**config.mk**
```make
export PLATFORM = sky130hd
export DESIGN_NAME = bus_control_fsm
export DESIGN_NICKNAME = d
export VERILOG_FILES = /design/src/rtl/bus_control_fsm.sv
export SDC_FILE = /design/constraint.sdc
export NUM_CORES = 1
export LEC_CHECK = 0
export CAP_MARGIN = 10
export CORE_AREA = 2 2 55 47
export DETAILED_ROUTE_END_ITERATION = 8
export DIE_AREA = 0 0 57 49
export GPL_TIMING_DRIVEN = 0
export PLACE_DENSITY_LB_ADDON = 0.05
export SYNTH_ARGS = -nofsm -noshare
export SYNTH_HDL_FRONTEND = slang
export SYNTH_SLANG_ARGS = --single-unit
```
**constraint.sdc**
```tcl
create_clock -name Clock -period 2 [get_ports Clock]
set_input_delay 0.4 -clock Clock [delete_from_list [all_inputs] [get_ports Clock]]
set_output_delay 0.4 -clock Clock [all_outputs]
set_load 0.02 [all_outputs]
```
**src/rtl/bus_control_fsm.sv**
```systemverilog
// Initiator-side control unit for the shared 16-bit bus: fetches a 9-bit
// instruction and sequences T0..T3. Optional trap: BUS_CTRL_ILLEGAL_TRAP_EN.
module bus_control_fsm #(
  parameter int DATA_W = 16,
  parameter int IR_W   = 9
) (
  input  logic              Clock,
  input  logic              Reset,
  input  logic              Run,
  input  logic [DATA_W-1:0] DIN,
  output logic [IR_W-1:0]   IR,
  output logic [7:0]        Rout,
  output logic              Gout,
  output logic              DINout,
  output logic [7:0]        Rin,
  output logic              Ain,
  output logic              Gin,
  output logic              AddSub,
  output logic              Done
`ifdef BUS_CTRL_ILLEGAL_TRAP_EN
  ,
  output logic              Error
`endif
);

  typedef enum logic [1:0] {
    T0 = 2'd0,
    T1 = 2'd1,
    T2 = 2'd2,
    T3 = 2'd3
  } state_t;

  localparam logic [2:0] OP_MV  = 3'b000;
  localparam logic [2:0] OP_MVI = 3'b001;
  localparam logic [2:0] OP_ADD = 3'b010;
  localparam logic [2:0] OP_SUB = 3'b011;

  state_t          state_reg;
  logic [IR_W-1:0] ir_reg;
  logic [2:0]      opcode;
  logic [2:0]      rx;
  logic [2:0]      ry;

  // Only the low instruction bits of DIN are ever latched.
  logic unused_din;
  assign unused_din = ^DIN[DATA_W-1:IR_W];

  assign opcode = ir_reg[8:6];
  assign rx     = ir_reg[5:3];
  assign ry     = ir_reg[2:0];
  assign IR     = ir_reg;

  // Register n is bit (7-n), so R0 lands in the MSB.
  function automatic logic [7:0] onehot(input logic [2:0] n);
    logic [7:0] v;
    v = 8'b1000_0000 >> n;
    return v;
  endfunction

  always_ff @(posedge Clock) begin
    if (Reset) begin
      state_reg <= T0;
      ir_reg    <= '0;
    end else begin
      case (state_reg)
        T0: begin
          if (Run) begin
            ir_reg    <= DIN[IR_W-1:0];
            state_reg <= T1;
          end
        end
        T1: begin
          case (opcode)
            OP_MV, OP_MVI:  state_reg <= T0;
            OP_ADD, OP_SUB: state_reg <= T2;
`ifdef BUS_CTRL_ILLEGAL_TRAP_EN
            default:        state_reg <= T1;
`else
            default:        state_reg <= T0;
`endif
          endcase
        end
        T2: state_reg <= T3;
        T3: state_reg <= T0;
        default: state_reg <= T0;
      endcase
    end
  end

  // Controls decode only registered state/IR, so DIN never reaches an output.
  always_comb begin
    Rout   = '0;
    Rin    = '0;
    Gout   = 1'b0;
    DINout = 1'b0;
    Ain    = 1'b0;
    Gin    = 1'b0;
    AddSub = 1'b0;
    Done   = 1'b0;
`ifdef BUS_CTRL_ILLEGAL_TRAP_EN
    Error  = 1'b0;
`endif
    if (!Reset) begin
      case (state_reg)
        T1: begin
          case (opcode)
            OP_MV: begin
              Rout = onehot(ry);
              Rin  = onehot(rx);
              Done = 1'b1;
            end
            OP_MVI: begin
              DINout = 1'b1;
              Rin    = onehot(rx);
              Done   = 1'b1;
            end
            OP_ADD, OP_SUB: begin
              Rout = onehot(rx);
              Ain  = 1'b1;
            end
            default: begin
`ifdef BUS_CTRL_ILLEGAL_TRAP_EN
              // FSM parks here until reset, which keeps Error sticky.
              Error = 1'b1;
`else
              Done  = 1'b1;
`endif
            end
          endcase
        end
        T2: begin
          Rout   = onehot(ry);
          Gin    = 1'b1;
          AddSub = opcode[0];
        end
        T3: begin
          Gout = 1'b1;
          Rin  = onehot(rx);
          Done = 1'b1;
        end
        default: ;
      endcase
    end
  end

endmodule

```
Yosys cells after proc, flatten, opt, wreduce, memory -nomap -nowiden:

Cells that the tools add are included.

* register bits: 11
* bits in latches: 0
* bits in writable memories: 0
* memory bits (read-only): 0
* bits of input ports: 19
* output and inout port bits: 31
* logic and storage cells: 40
* memories kept: 0

* add/subtract/negate cells: 0
* multipliers: 0
* div/mod/pow operators: 0
* order comparisons: 0
* equal/unequal tests: 7
* shifts and indexed selects: 2
* muxes and demuxes: 24
* bitwise logic cells: 0
* reductions and logical operators: 5

Operators by type and width (number)
* 8-bit one-hot mux with 2 select lines: 3
* 8-bit 2-to-1 mux: 3
* 8-bit by 3-bit right shift with 8-bit output, first input constant: 2
* 1-bit 2-to-1 mux: 14
* 2-bit one-hot mux with 4 select lines: 1
* 3-bit by 2-bit equality test with 1-bit output, second input constant: 2
* 2-bit equality test, second input constant: 2
* 2-bit 2-to-1 mux: 2
* 2-bit OR reduction: 2
* 3-bit by 1-bit equality test with 1-bit output, second input constant: 1
* 3-bit zero test: 1
* 2-bit by 1-bit equality test with 1-bit output, second input constant: 1
* 2-bit zero test: 1
* 2-bit inequality test, second input constant: 1
* 1-bit one-hot mux with 2 select lines: 1
* 2-bit AND reduction: 1

Depth between registers and ports, before layout:

Gate-level depths: netlist of the first run.

* word-level depth: 5
* mapped depth: 5

Worst setup path after synthesis of the first run:

Ideal clock, no wire load.

* kind: reg2out
* from: reg state_reg[0]
* to: out Rout[4]
* arrival: 1.657 ns
* required time: 1.600 ns
* slack: -0.057 ns
* cell stages (with the launch flop): 6
* path through: dfxtp_1 -> inv_1 -> ha_1 -> nor2b_1 -> nand3_1 -> o32ai_1

* word-level cells in the longest chain between the ends: 3

Ends and longest elaborated chain
* start: declaration: line 38 `state_t state_reg;`
* start signal: assignment: line 62 `state_reg <= T0;`
* start signal: assignment: line 69 `state_reg <= T1;`
* start signal: assignment: line 74 `OP_MV, OP_MVI: state_reg <= T0;`
* 2-bit equality test / 2-bit by 1-bit equality test with 1-bit output (equally long branches): line 104 `case (state_reg)`
* 8-bit one-hot mux with 2 select lines (*): line 104
* 8-bit 2-to-1 mux (*): line 103 `if (!Reset) begin`
* end: declaration: line 12 `output logic [7:0] Rout,`

Every way passes the cells marked *; elsewhere a longest branch is shown, timed or not.

==> metrics.md, run 1 <==
| Metric | Value |
|---|---|
| Status | `complete, but fails checks` |
| All-Layer GR Usage | `17.5%` |
| Total power | `0.620 mW` |
| Reg area | `228 um2` |
| Final Cycle Share | `105%` |
| Top-area cell type share of the netlist area | `30.3%` |
| Iter 0 DRT Violations | `19` |
| Total Negative Setup Slacks | `-0.600 ns` |
| Port buffer count | `42` |
| Max Cap Viol | `0` |
| Core Rows | `16` |
| Commonest cells in the netlist | `13 x nand2_1, 12 x a21oi_1, 11 x dfxtp_1, 11 x nand3_1, 6 x nor2_1` |
| Area contributors post-synth | `dfxtp_1 30%, a21oi_1 8.3%, nand3_1 7.6%` |
| Total number of vias | `915` |
| CTS Buffer Depth | `2` |
| Final Max Slew Viols | `0` |
| Vias/cell | `5.20` |
| Family with the most delay on the worst path | `simple AND/OR/NAND/NOR gates` |
| H-tree depth reported by CTS | `1` |
| Multi-input gate area in the final layout | `587 um2` |
| Mapped Cells | `100` |
| Leak | `0.509 nW` |
| Largest net degree at the start of global routing | `11` |
| Die X | `57 um` |
| CP Max Fanout | `4` |
| Max Clock Freq | `476 MHz` |
| Clk slew on worst S/H paths | `0.07 ns` |
| Skew final | `0.00275 ns` |
| Initial Util | `31.8%` |
| Setup crit end kind | `output port` |
| Vias in the first global route | `841` |
| Minimum clock period after layout | `2.10 ns` |
| Post-synth ARST share | `0%` |
| Critical Path RT | `1.60 ns` |
| Antenna-violating nets left | `0` |
| Clock root cell | `clkbuf_4` |
| Worst slew margin relative to its limit | `69.7%` |
| Seq cells post-synth | `11` |
| Post-synth top area cell | `dfxtp_1` |
| Fin area | `1320 um2` |
| Share of cells above drive strength 1 | `25.5%` |
| Full die area | `2790 um2` |
| Crit start category | `flop` |
| Final hold vios | `0` |
| Critical path buffers and inverters | `2` |
| Drt first pass iters | `4` |
| Top-count cell post-synth | `nand2_1` |
| CP Class | `flop to output port` |
| Mean Syn Cell Area | `7.26 um2` |
| Global-route wire length before repair | `3930 um` |
| Top FF cell, synth | `dfxtp_1` |
| Critical path's slowest cell | `dfxtp_4` |
| Nets | `173` |
| Failing checks | `setup timing` |
| Total Routed Length | `2350 um` |
| Pwr per Cell Area | `471 nW/um2` |
| Cells along the critical path | `inv_4, ha_4, nor4b_4, nor2_4, o32ai_2, buf_4` |
| Initial antenna violation count | `0` |
| R2r worst-path depth | `6` |
| Worst VDD drop | `335 uV` |
| Reg2reg setup slack | `0.53 ns` |
| Worst hold-check path type | `flop to flop` |
| RSZ-0062 raised after global routing | `yes` |
| Max incr delay on CP | `0.36 ns` |
| HP Start | `IR[3]$_SDFFE_PP0P_` |
| Largest register FFs | `9` |
| Clk Latency, worst-skew pair | `0.26 ns` |
| Number of enable flip-flop cells after synthesis | `0` |
| N_diodes | `0` |
| # fillers | `216` |
| Final WS setup | `-0.103 ns` |
| Clock sink total | `11` |
| Gr ovfl total | `0` |
| Syn_nets | `123` |
| Core Area | `2280 um2` |
| Sequential area share after synthesis | `30.3%` |
| WL/cell | `13.4 um` |
| Placed cell areas | `1210 um2` |
| CTS tree | `built` |
| P&R area growth vs syn | `81.6%` |
| Die Y | `49 um` |
| # IOs | `50` |
| Worst path arrival time | `1.70 ns` |
| Mapped Area | `726 um2` |
| Final setup vio count | `12` |
| Min-Delay Endpoint | `IR[3]$_SDFFE_PP0P_` |
| Tightest Pin Transition | `0.455 ns` |
| WHS | `0.525 ns` |
| GPL Wtd Cong | `0.775` |
| DRC viols | `0` |
| # hold bufs at CTS | `0` |
| Total CTS buffers | `3` |
| Unique cell type count in the Yosys netlist | `24` |
| Synth warnings | `0` |
| Worst hold path depth | `2` |
-- worst reg2reg max path: stages (launching register included) --
cell and delay [ns]:
dfxtp_4 0.36, inv_4 0.07, ha_4 0.15, buf_4 0.11, inv_1 0.04, or4_1 0.49
a21oi_1 0.17
-- where the power goes --
group / total [mW] / internal (mW) / switching [mW]
clock network: 0.147 / 0.0771 / 0.0699
logic: 0.211 / 0.101 / 0.109
registers: 0.262 / 0.233 / 0.0288
-- per-stage QoR --
stage / utilization, % / setup WS, ns / instances
detailed placement: 53.0 / -0.624 / 169
finish: 57.7 / -0.103 / 176
global route: 57.7 / -0.210 / 176
global placement: 53.0 / -0.627 / 169
CTS: 56.1 / -0.0879 / 175
floorplan: - / 0.127 / 100
-- placed cells by master (no fill, tap or decap), drive strengths merged --
master / count
a21oi: 12
clkdlybuf4s15: 1
clkdlybuf4s50: 19
and4bb: 1
o32ai: 4
o21ai: 2
clkbuf: 6
nor2b: 4
o22ai: 4
nor4b: 1
nor2: 6
buf: 14
a211oi: 1
ha: 4
nand3b: 3
inv: 3
and2: 1
dlygate4sd2: 13
nand2: 13
nand3: 11
nor3: 5
or4: 1
dfxtp: 11
nand2b: 4
nor4: 4
or2: 1
-- what timing repair did --
action                     4_1_cts  5_1_grt
setup endpoints to repair       22       19
gates resized for setup         74       13
setup buffers                    2        1
cloned                           0        0
pin swaps                        3        4
-- cell families after synthesis --
kind of cell | share of synthesized area (%)
buffers and inverters | 3.79
AOI/OAI and AO/OA | 19.0
DFF | 30.3
and+or+nand+nor | 40.0
adders and majority gates | 6.90
-- metal layers --
layer  part of all wire [%]  global-route usage [%]
met2                     44                    28.7
met4                   0.72                    4.65
met1                     48                    23.2
met5                      0                       0
met3                    7.6                    3.71
-- worst max path at each step --
stage | start | endpoint | depth (start not counted)
final | flop | Rout[5] | 6
after global routing | flop | Rout[6] | 6
after CTS | state_reg[0]$_SDFFE_PP0P_ | Rout[4] | 6
after detailed placement | Reset | Rout[6] | 5
after global placement | Reset | Rout[6] | 5
after floorplan | state_reg[0]$_SDFFE_PP0P_ | Rout[4] | 5
-- cell type report --
type | instances | area share (%)
Tap cell | 27 | 2.56
Inverter | 3 | 1.23
Multi-Input combinational cell | 82 | 44.5
Timing Repair Buffer | 45 | 30.9
Clock buffer | 4 | 1.99
Sequential cell | 11 | 17.3
Buffer | 4 | 1.52
Note: power is estimated with default switching activity, not from simulation.
==> inputs of run 2 (changes only) <==
--- a/config.mk
+++ b/config.mk
@@ -11,6 +11,7 @@
 export DIE_AREA = 0 0 57 49
 export GPL_TIMING_DRIVEN = 0
 export PLACE_DENSITY_LB_ADDON = 0.05
+export SETUP_SLACK_MARGIN = 0.3
 export SYNTH_ARGS = -nofsm -noshare
 export SYNTH_HDL_FRONTEND = slang
 export SYNTH_SLANG_ARGS = --single-unit
==> run 2 against run 1 <==
Compared with the run above:
- largest power group unchanged
- sequential power rose by 3%
- sequential share of layout area fell by 2.1 points
- clock skew rose by 0.0020 ns
- worst hold slack improved by 0.0030 ns
- first-iteration DRC count did not move
- register-to-register slack barely moved
- the flow still finishes with violations (setup timing)
- critical path depth did not move
- core utilization rose by 8.3 points
- sequential cell count did not move
==> metrics.md, run 2 (synthesis results as in run 1) <==
| Metric | Value |
|---|---|
| Status | `complete, but fails checks` |
| Failing checks | `setup timing` |
| Crit start category | `flop` |
| Critical Path RT | `1.60 ns (about the same)` |
| Worst VDD drop | `360 uV (+7.2%)` |
| # fillers | `203 (-6.0%)` |
| Routed length on met2 | `1310 um (+28%)` |
| Commonest non-fill, non-tap cell in the layout | `buf_4` |
| Setup crit end kind | `output port` |
| Fin area | `1510 um2 (+14%)` |
| Comb pwr share | `37.0% (+3.0 points)` |
| Final hold vios | `0 (unchanged)` |
| Clk Latency, worst-skew pair | `0.26 ns (about the same)` |
| Pwr per Cell Area | `443 nW/um2 (-5.8%)` |
| CP Class | `flop to output port` |
| # hold bufs at CTS | `0 (unchanged)` |
| Drt first pass iters | `4 (unchanged)` |
| Total Routed Length | `2640 um (+12%)` |
| Worst hold-check path type | `flop to flop` |
| Internal Power | `0.427 mW (+3.7%)` |
| Min-Delay Endpoint | `IR[7]$_SDFFE_PP0P_` |
| Largest net degree at the start of global routing | `11 (unchanged)` |
| Core Rows | `16 (unchanged)` |
| R2r worst-path depth | `6 (unchanged)` |
| CTS tree | `built` |
| P&R area growth vs syn | `108%` |
| Max Clock Freq | `469 MHz (-1.3%)` |
| Die X | `57 um (unchanged)` |
| # IOs | `50 (unchanged)` |
| HP Start | `IR[7]$_SDFFE_PP0P_` |
| Worst path arrival time | `1.73 ns (+0.03 ns)` |
| Leak | `0.558 nW (+9.7%)` |
| Total CTS buffers | `3 (unchanged)` |
| Initial antenna violation count | `0 (unchanged)` |
| Switch share | `36.1% (+2.5 points)` |
| Share of cells above drive strength 1 | `44.2% (+19 points)` |
| H-tree depth reported by CTS | `1 (unchanged)` |
| GPL Wtd Cong | `0.789 (+1.7%)` |
| Port buffer count | `42 (unchanged)` |
| M1 wire length | `1140 um (+0.62%)` |
| Minimum clock period after layout | `2.13 ns (+0.0269 ns)` |
| Worst slew margin relative to its limit | `72.6% (+3.0 points)` |
| Psw | `0.241 mW (+16%)` |
| Antenna-violating nets left | `0 (unchanged)` |
| Max Cap Viol | `0 (unchanged)` |
| Most frequent cells in the layout | `16 x buf_4, 13 x nand2_1, 11 x dlygate4sd2_1` |
| Reg2reg setup slack | `0.52 ns (about the same)` |
| Wire length on met3 | `168 um (-5.6%)` |
| Final Cycle Share | `106% (+1.3 points)` |
| Nets | `178 (+2.9%)` |
| Vias/cell | `5.33 (+2.4%)` |
| Sequential power share | `40.2% (-2.1 points)` |
| Clk network pwr share | `22.8% (-0.9 points)` |
| Gr ovfl total | `0 (unchanged)` |
| Worst hold path depth | `2 (unchanged)` |
| Final WS setup | `-0.130 ns (-0.0269 ns)` |
| Iter 0 DRT Violations | `19 (unchanged)` |
| RSZ-0062 raised after global routing | `yes` |
| Core Util, Final | `66.1% (+8.3 points)` |
| Final Max Slew Viols | `0 (unchanged)` |
| Clock sink total | `11 (unchanged)` |
| Core Area | `2280 um2 (unchanged)` |
| Tightest Pin Transition | `0.410 ns (-0.0447 ns)` |
| Full die area | `2790 um2 (unchanged)` |
| Placed cell areas | `1350 um2 (+11%)` |
| Largest register FFs | `9 (unchanged)` |
| Global-route wire length before repair | `4260 um (+8.6%)` |
| WL/cell | `14.6 um (+9.0%)` |
| Clock root cell | `clkbuf_4` |
| DRC viols | `0 (unchanged)` |
| Top sig layer | `met4` |
| CP Max Fanout | `4 (unchanged)` |
| Vias in the first global route | `891 (+5.9%)` |
| Detail Placement HPWL | `1910 um` |
| Total number of vias | `964 (+5.4%)` |
| Skew final | `0.00477 ns (+0.00202 ns)` |
| Die Y | `49 um (unchanged)` |
| CTS Buffer Depth | `2 (unchanged)` |
| N_diodes | `0 (unchanged)` |
| Initial Util | `31.8% (unchanged)` |
| Final setup vio count | `9 (-3)` |
| All-Layer GR Usage | `19.2% (+1.7 points)` |
| Clk slew on worst S/H paths | `0.07 ns (about the same)` |
## run 2: how the worst max path moves through the flow
stage | start | endpoint | slack (ns) | cells past startpoint
after floorplan | state_reg[0]$_SDFFE_PP0P_ | Rout[5] | 0.20 | 5
after global placement | Reset | Rout[4] | -0.85 | 5
after detailed placement | Reset | Rout[4] | -0.86 | 5
after CTS | state_reg[0]$_SDFFE_PP0P_ | Rout[6] | -0.16 | 6
after global routing | state_reg[0]$_SDFFE_PP0P_ | Rout[6] | -0.25 | 6
final | state_reg[0]$_SDFFE_PP0P_ | Rout[5] | -0.13 | 6
## run 2: critical path, cell delays in order (launching register included)
cell,delay (ns)
dfxtp_4,0.39
inv_4,0.05
ha_4,0.25
nor2b_4,0.17
nand3b_1,0.18
o32ai_4,0.26
buf_6,0.15
## run 2: layer usage
| metal | vias up | track usage, % |
|---|---|---|
| li1 | 478 | - |
| met1 | 454 | 24.1 |
| met2 | 30 | 33.1 |
| met3 | 2 | 3.45 |
| met4 | 0 | 5.81 |
| met5 | - | 0 |
## run 2: layout make-up
| class | count | area (um2) | area share [%] |
|---|---|---|---|
| multi-input combinational | 82 | 731 | 48.5 |
| timing repair buffer | 50 | 448 | 29.7 |
| sequential | 11 | 229 | 15.2 |
| tap | 27 | 33.8 | 2.24 |
| clock buffer | 4 | 26.3 | 1.74 |
| buffer | 4 | 26.3 | 1.74 |
| inverter | 3 | 13.8 | 0.913 |
## run 2: repair_timing
| item | 4_1_cts | 5_1_grt |
|---|---|---|
| resized for setup | 115 | 35 |
| setup buffers | 3 | 5 |
| endpoints found under the setup margin | 30 | 22 |
| pin swaps | 4 | 7 |
## run 2: power by group through the flow
stage	clock network [mW]	registers, mW	logic [mW]
detailed placement	0	0.268	0.207
global route	0.172	0.272	0.268
floorplan	0	0.277	0.114
CTS	0.156	0.267	0.219
global placement	0	0.267	0.205
finish	0.152	0.269	0.248
## run 2: per-stage QoR
step | TNS [ns] | instances | power, mW | setup slack [ns] | hold WS, ns
floorplan | 0 | 100 | 0.390 | 0.200 | 0.477
global placement | -12.10 | 169 | 0.472 | -0.849 | 0.487
detailed placement | -12.51 | 169 | 0.475 | -0.864 | 0.498
CTS | -1.12 | 176 | 0.642 | -0.165 | 0.533
global route | -1.98 | 181 | 0.712 | -0.246 | 0.559
finish | -0.675 | 181 | 0.668 | -0.130 | 0.528
